File: src/rtl/dmem_copy_engine.sv
// dmem_copy_engine: copy/fill block mover that owns the data-memory port while busy
module dmem_copy_engine #(
    parameter int MEM_WORDS = 128,
    parameter int LEN_W = 8
) (
    input  logic             clk,
    input  logic             rst,
    input  logic             start,
    input  logic             mode,
    input  logic [31:0]      src_addr,
    input  logic [31:0]      dst_addr,
    input  logic [LEN_W-1:0] length,
    input  logic [31:0]      fill_value,
    output logic             busy,
    output logic             done,
    output logic             err,
    output logic [LEN_W-1:0] words_done,
    output logic [31:0]      mem_address,
    output logic             mem_read,
    output logic             mem_write,
    output logic [31:0]      mem_write_data,
    input  logic [31:0]      mem_read_data
);
    typedef enum logic [1:0] {IDLE, RD, WR, DONE} state_t;
    state_t state;
    logic mode_q, desc_q;
    logic [31:0] src_q, dst_q, fill_q;
    logic [LEN_W-1:0] len_q, idx;
    logic [32:0] dst_end, src_end;
    logic range_err, desc, last;
    logic [LEN_W-1:0] first_idx, next_idx;

    // decode an incoming command (range, direction) and the step to the next word
    always_comb begin
        dst_end = {1'b0, dst_addr} + 33'(length);
        src_end = {1'b0, src_addr} + 33'(length);
        range_err = dst_end > 33'(MEM_WORDS) || (!mode && src_end > 33'(MEM_WORDS));
        desc = !mode && dst_addr > src_addr && {1'b0, dst_addr} < src_end;
        first_idx = desc ? length - 1'b1 : '0;
        last = words_done == len_q - 1'b1;
        next_idx = desc_q ? idx - 1'b1 : idx + 1'b1;
    end

    // command sequencer; mem_write_data doubles as the read buffer in copy mode
    always_ff @(posedge clk) begin
        if (rst) begin
            state <= IDLE;
            busy <= 1'b0;
            done <= 1'b0;
            err <= 1'b0;
            words_done <= '0;
            mem_address <= '0;
            mem_read <= 1'b0;
            mem_write <= 1'b0;
            mem_write_data <= '0;
            mode_q <= 1'b0;
            desc_q <= 1'b0;
            src_q <= '0;
            dst_q <= '0;
            fill_q <= '0;
            len_q <= '0;
            idx <= '0;
        end else begin
            case (state)
                IDLE: if (start) begin
                    mode_q <= mode;
                    desc_q <= desc;
                    src_q <= src_addr;
                    dst_q <= dst_addr;
                    fill_q <= fill_value;
                    len_q <= length;
                    idx <= first_idx;
                    words_done <= '0;
                    busy <= 1'b1;
                    if (range_err || length == '0) begin
                        state <= DONE;
                        done <= 1'b1;
                        err <= range_err;
                    end else if (mode) begin
                        state <= WR;
                        mem_write <= 1'b1;
                        mem_address <= dst_addr + 32'(first_idx);
                        mem_write_data <= fill_value;
                    end else begin
                        state <= RD;
                        mem_read <= 1'b1;
                        mem_address <= src_addr + 32'(first_idx);
                    end
                end
                RD: begin
                    state <= WR;
                    mem_read <= 1'b0;
                    mem_write <= 1'b1;
                    mem_address <= dst_q + 32'(idx);
                    mem_write_data <= mem_read_data;
                end
                WR: begin
                    words_done <= words_done + 1'b1;
                    idx <= next_idx;
                    if (last) begin
                        state <= DONE;
                        done <= 1'b1;
                        mem_write <= 1'b0;
                        mem_address <= '0;
                        mem_write_data <= '0;
                    end else if (mode_q) begin
                        mem_address <= dst_q + 32'(next_idx);
                        mem_write_data <= fill_q;
                    end else begin
                        state <= RD;
                        mem_write <= 1'b0;
                        mem_read <= 1'b1;
                        mem_address <= src_q + 32'(next_idx);
                        mem_write_data <= '0;
                    end
                end
                default: begin
                    state <= IDLE;
                    busy <= 1'b0;
                    done <= 1'b0;
                    err <= 1'b0;
                end
            endcase
        end
    end
endmodule
File: config.mk
export PLATFORM = sky130hd
export DESIGN_NAME = dmem_copy_engine
export DESIGN_NICKNAME = d
export VERILOG_FILES = /design/src/rtl/dmem_copy_engine.sv
export SDC_FILE = /design/constraint.sdc
export NUM_CORES = 1
export LEC_CHECK = 0
export ABC_CLOCK_PERIOD_IN_PS = 7900
export CAP_MARGIN = 15
export CELL_PAD_IN_SITES_DETAIL_PLACEMENT = 0
export CELL_PAD_IN_SITES_GLOBAL_PLACEMENT = 1
export CORE_AREA = 2 2 199 201
export DETAILED_ROUTE_END_ITERATION = 6
export DIE_AREA = 0 0 201 203
export GPL_ROUTABILITY_DRIVEN = 0
export GPL_TIMING_DRIVEN = 0
export PLACE_DENSITY_LB_ADDON = 0.1
export SLEW_MARGIN = 25
export SYNTH_ARGS = -nofsm -noshare
export SYNTH_HDL_FRONTEND = slang
export SYNTH_SLANG_ARGS = --single-unit
File: constraint.sdc
create_clock -name clk -period 7.9 [get_ports clk]
set_clock_uncertainty 0.15 [all_clocks]
set_input_delay 0.79 -clock clk [delete_from_list [all_inputs] [get_ports clk]]
set_output_delay 0.79 -clock clk [all_outputs]
set_load 0.02 [all_outputs]
=== After elaboration in Yosys (flattened, before gate mapping) ===
Cells that the tools add are included.

* Register bits after elaboration: 193
* Word-level logic and storage cells: 112

* $add $sub $neg: 12
* Order comparisons: 4
* Equality and inequality tests: 12
* Multiplexer cells: 45
* Bitwise operators: 2
* Reductions and logical operators: 21

{| class="wikitable"
|+ Operators with widths
! operator !! number
|-
| $mux 32 || 10
|-
| $pmux 32 s3 || 2
|-
| $add 32x8->32 || 5
|-
| $add 32x8->33 || 2
|-
| $gt 33x8->1 const B || 2
|-
| $lt 32x33->1 || 1
|-
| $gt 32x32->1 || 1
|-
| $mux 8 || 4
|-
| $pmux 8 s2 || 2
|-
| $sub 8x1->8 const B || 3
|-
| $add 8x1->8 const B || 2
|-
| $mux 1 || 16
|-
| $ne 2x2->1 const B || 8
|-
| $mux 2 || 5
|-
| $pmux 1 s3 || 3
|-
| $eq 8x8->1 || 1
|-
| $logic_not 8->1 || 1
|-
| $reduce_and 2->1 || 4
|-
| $reduce_and 4->1 || 2
|-
| $pmux 2 s3 || 1
|-
| $reduce_and 3->1 || 2
|-
| $reduce_and 6->1 || 1
|-
| $reduce_and 5->1 || 1
|-
| $pmux 1 s2 || 2
|-
| 11 further kinds || 15
|}

=== Depth between registers and ports, before layout ===
* Depth in word-level cells: 9
* Gate-level depth with buffers: 30
* Gate-level depth less buffers: 29

=== Worst setup path after synthesis ===
No wires, ideal clock.

* Kind: input-to-reg
* From: input src_addr[0]
* To: register mem_address[22]
* Setup time: 121 ps
* Arrival: 6,218 ps
* Setup slack: 1,411 ps
* Stages on the path: 27
* Cell sequence: ha_1 fa_1 and3_1 o21ai_0 a2111oi_4 buf_6 xnor2_1 ha_1 a21o_1 a21o_1 a31oi_1 o21ai_0 a21o_1 maj3_1 a21oi_1 nand2_1 or2_2 fa_1 nor2b_1 o2111ai_1 a311o_1 nor2_1 nand2_1 xnor2_1 a21oi_1 nor3_1 mux2_2

* Cells in the longest elaborated chain, start to end: 9
* Elaborated cells on any way between the ends: 18
* Those cells by class: add/sub (3); order compare (3); eq/ne (1); mux (5); reduce/logical (6)

{| class="wikitable"
|+ Ends and longest elaborated chain
! what !! line !! text
|-
| start: declaration || 10 || <nowiki>input logic [31:0] src_addr,</nowiki>
|-
| $add 32x8->33 / $gt 32x32->1 (equally long branches) || 36, 38 ||
|-
| $lt 32x33->1 / $logic_and 1x1->1 (equally long branches) || 38 || <nowiki>desc = !mode && dst_addr > src_addr && {1'b0, dst_addr} < src_end;</nowiki>
|-
| $logic_and 1x1->1 || 38 ||
|-
| $mux 8 || 39 || <nowiki>first_idx = desc ? length - 1'b1 : '0;</nowiki>
|-
| $add 32x8->32, on equally long branches || 87, 82 ||
|-
| $mux 32 || 79 || <nowiki>end else if (mode) begin</nowiki>
|-
| $mux 32 || 75 || <nowiki>if (range_err || length == '0) begin</nowiki>
|-
| $mux 32 || 65 || <nowiki>IDLE: if (start) begin</nowiki>
|-
| $pmux 32 s3 || 64 || <nowiki>case (state)</nowiki>
|-
| end signal: assignment || 82 || <nowiki>mem_address <= dst_addr + 32'(first_idx);</nowiki>
|-
| end signal: assignment || 87 || <nowiki>mem_address <= src_addr + 32'(first_idx);</nowiki>
|-
| end signal: assignment || 94 || <nowiki>mem_address <= dst_q + 32'(idx);</nowiki>
|-
| end: declaration || 18 || <nowiki>output logic [31:0] mem_address,</nowiki>
|}

Parallel ways exist; a longest one is shown, timed or not. The select of a mux whose other input is x is not followed.
A chain may end at the register's enable or synchronous reset.

=== Final worst setup path ===
* From: input length[6]
* To: register mem_address[22]

* Cells in the longest elaborated chain, start to end: 9
* Elaborated cells on any way between the ends: 20
* Those cells by class: add/sub (5); order compare (3); eq/ne (1); mux (5); reduce/logical (6)

{| class="wikitable"
|+ Ends and longest elaborated chain
! what !! line !! text
|-
| start: declaration || 12 || <nowiki>input logic [LEN_W-1:0] length,</nowiki>
|-
| $add 32x8->33 || 36 || <nowiki>src_end = {1'b0, src_addr} + 33'(length);</nowiki>
|-
| $lt 32x33->1 || 38 ||
|-
| $logic_and 1x1->1 || 38 ||
|-
| $mux 8 || 39 ||
|-
| $add 32x8->32, on equally long branches || 87, 82 ||
|-
| $mux 32 || 79 ||
|-
| $mux 32 || 75 ||
|-
| $mux 32 || 65 ||
|-
| $pmux 32 s3 || 64 ||
|}

Parallel ways exist; a longest one is shown, timed or not. The select of a mux whose other input is x is not followed.

==> metrics.txt <==
root buf cell clkbuf_16; share of layout cells above drive strength 1 0.0493; final cell count without fillers about 2800; Die ar. approximately 41000 sq um; R2R depth 17; Logic pwr share 0.550; met3 wire len 3700 microns; Synth warnings 0; Internal roughly 2800 uW; post-synthesis sequential area ratio 0.247; CTS tree built; Min Hold Slack between 0.3 and 0.4 ns; Mapped Avg Cell Area ~7.6 sq um; Async SR Flop Fraction 0; critical path fanouts, max 10; Max Buffers Root-to-Sink 2; clk slew on worst S/H paths about 0.070 ns; post-synthesis cell type count 81; WL/cell about 22 microns; Synth Net Count between 2000 and 2500; Remaining DRCs 0; top_reg_cell synth dfxtp_1; FF-to-FF Start mode_q$_SDFFE_PP0P_; drt initial violations ~1400; initial antenna violation count 0; commonest non-fill, non-tap cell in the layout nand2_1; number of global-route vias before repair roughly 16000; first-pass GRT wire length 93900 microns; sw power between 2000 and 2500 uW; RSZ-0062 raised after global routing no; global-route usage over all layers 0.299; Die H 203 microns; core area just under 40000 sq um; Max-cap violations 0; Max-slew headroom 0.290; I/O Pins roughly 220; Initial Util 0.406; final wirelength between 60000 and 70000 microns; Num CTS Buffers 17; Tmin final between 7 and 8 ns; Max IR drop VDD roughly 0.17 mV; First-pass DRT Iterations 5; Req. time, crit path around 8.1 ns; hold path depth 2; total global routing overflow 0; crit path launch length[6]; # diodes 0; critical path type primary input to flop; PortBufs approximately 200; sw frac 0.452; most frequent cells in the layout nand2_1 (333), a21oi_1 (210), clkdlybuf4s50_1 (203); count of clock tree sinks around 190; clock share of power 0.176; largest net degree at the start of global routing 17; DR vias/cell between 5 and 6; Row Count 72; Worst Max-Slew Pin Slew about 1.1 ns; die width 201 microns; Layout Area Growth over Synthesis 21.6%; DR vias roughly 16000; nets between 2000 and 3000; post-route ant nets 0; CTS HTree Levels 4; Placed Cells about 2800; endpoints failing setup 0; Pwr Density around 270 nW/um^2; endpoints failing hold 0; Critical Path End Type flop; Max Fclk 131 MHz; worst setup path end mem_address[22]$_SDFFE_PP0P_; highest routed layer met4; number of fillers in the final layout approximately 3900; crit path launch type primary input; dpl hpwl roughly 50000 microns; # hold bufs at CTS 0; DRT met1 WL about 27000 microns; Slew Viols, Final 0; P_leak 0.00707 uW; flop2flop setup slack around 1 ns; synthesized instance count 2057; reg2reg end mem_address[24]$_SDFFE_PP0P_; fin crit share 0.967; clk_lat worst skew ~0.44 ns; WP data arrival between 7 and 8 ns; cell area after synthesis about 16000 sq um; Detail Route met2 WL approximately 29000 microns; sequential share of power 0.273; HP Class flop to flop; status completed; EDFF count, synth 0; Synth Register Bits 193
## state kept, by name, summed over array words and instances, names as in the netlist, 2 cells and up
name	cells
src_q	32
fill_q	32
words_done	8
len_q	8
mem_address	32
mem_write_data	32
state	2
idx	8
dst_q	32
## cells in the mapped netlist (all sizes together) (11+ instances only)
| cell | n | area [sq um] |
|---|---|---|
| nand2 | 334 | 1250 |
| a21oi | 214 | 1080 |
| dfxtp | 193 | 3860 |
| nor2 | 139 | 522 |
| ha | 116 | 1450 |
| xnor2 | 115 | 1010 |
| clkbuf | 110 | 413 |
| o21ai | 93 | 465 |
| inv | 66 | 248 |
| mux2i | 65 | 651 |
| nand3 | 62 | 328 |
| a221oi | 44 | 385 |
| nand4 | 40 | 256 |
| nor3 | 40 | 200 |
| xor2 | 40 | 350 |
| or4 | 37 | 278 |
| a21o | 33 | 248 |
| buf | 26 | 171 |
| a211oi | 22 | 165 |
| o211ai | 22 | 170 |
| mux2 | 21 | 251 |
| nor2b | 18 | 113 |
| nor4 | 13 | 103 |
| and3 | 12 | 75.1 |
| nand3b | 11 | 82.6 |
| o221ai | 11 | 96.3 |
## repair_timing
| item | CTS | global route |
|---|---|---|
| resized for setup | 5 | 16 |
| buffers inserted | 0 | 1 |
| pin swaps | 0 | 1 |
| endpoints found under the setup margin | 11 | 15 |
## kinds of logic after synthesis
group,after synthesis,share of synthesized area
muxes,86,0.0578
AOI/OAI and AO/OA,535,0.221
and+or+nand+nor,760,0.232
DFF,193,0.247
xor gates and xnor gates,155,0.0870
buffers and inverters,205,0.0540
adders and majority gates,123,0.101
## how the worst min path moves through the flow
stage                             from                 endpoint
3_3_place_gp   fill_q[29]$_SDFFE_PP0P_  fill_q[29]$_SDFFE_PP0P_
4_1_cts          src_q[6]$_SDFFE_PP0P_    src_q[6]$_SDFFE_PP0P_
5_1_grt        fill_q[30]$_SDFFE_PP0P_  fill_q[30]$_SDFFE_PP0P_
3_5_place_dp     src_q[6]$_SDFFE_PP0P_    src_q[6]$_SDFFE_PP0P_
2_1_floorplan   src_q[25]$_SDFFE_PP0P_   src_q[25]$_SDFFE_PP0P_
6_report       fill_q[28]$_SDFFE_PP0P_  fill_q[28]$_SDFFE_PP0P_
## critical path, cell delays in order
cell and delay (ns):
clkdlybuf4s50_1 0.71, ha_1 0.36, or2_2 0.32, a21oi_1 0.37, a2111oi_4 0.15, buf_6 0.20
xnor2_1 0.13, ha_1 0.31, a21o_1 0.18, a21o_1 0.17, a31oi_1 0.18, o21ai_0 0.11
a21o_1 0.18, maj3_1 0.40, a21oi_2 0.27, nand2_2 0.19, or2_2 0.33, fa_1 0.47
nor2b_1 0.19, o2111ai_1 0.21, a311o_2 0.45, nor2_2 0.22, nand2_1 0.10, xnor2_1 0.13
a21oi_1 0.26, nor3_1 0.12, mux2_2 0.30
## power groups by stage
stage,Sequential (uW),Clock [uW],Combinational [uW]
final,1400,902,2820
after global routing,1430,948,3050
after CTS,1400,910,2780
after detailed placement,1420,0,2770
after global placement,1410,0,2750
after floorplan,1550,0,1570
## stage by stage
stage | setup TNS, ns | utilization | total power [uW] | setup WS, ns | area [sq um]
CTS | 0 | 0.492 | 5090 | 0.0420 | 18900
floorplan | 0 | - | 3120 | 1.41 | 15600
global route | 0 | 0.493 | 5420 | 0.0354 | 19000
global placement | -8.77 | 0.476 | 4160 | -0.946 | 18300
finish | 0 | 0.493 | 5120 | 0.264 | 19000
detailed placement | -9.23 | 0.476 | 4190 | -0.916 | 18300
## routing by layer
metal / GRT usage / vias to the layer above
li1: - / 7870
met1: 0.394 / 7837
met2: 0.497 / 581
met3: 0.0413 / 105
met4: 0.108 / 0
met5: 0 / -
## area by class of cell
type | instances | area (sq um) | area share
inverters | 69 | 259 | 0.0136
plain buffers | 136 | 587 | 0.0309
flip-flops and latches | 193 | 3860 | 0.204
well taps | 518 | 648 | 0.0342
multi-input cells | 1659 | 11000 | 0.577
clock inverters | 12 | 156 | 0.00824
repair buffers | 207 | 2080 | 0.109
clock buffers | 18 | 429 | 0.0226
Power figures use the tool's default switching activity.
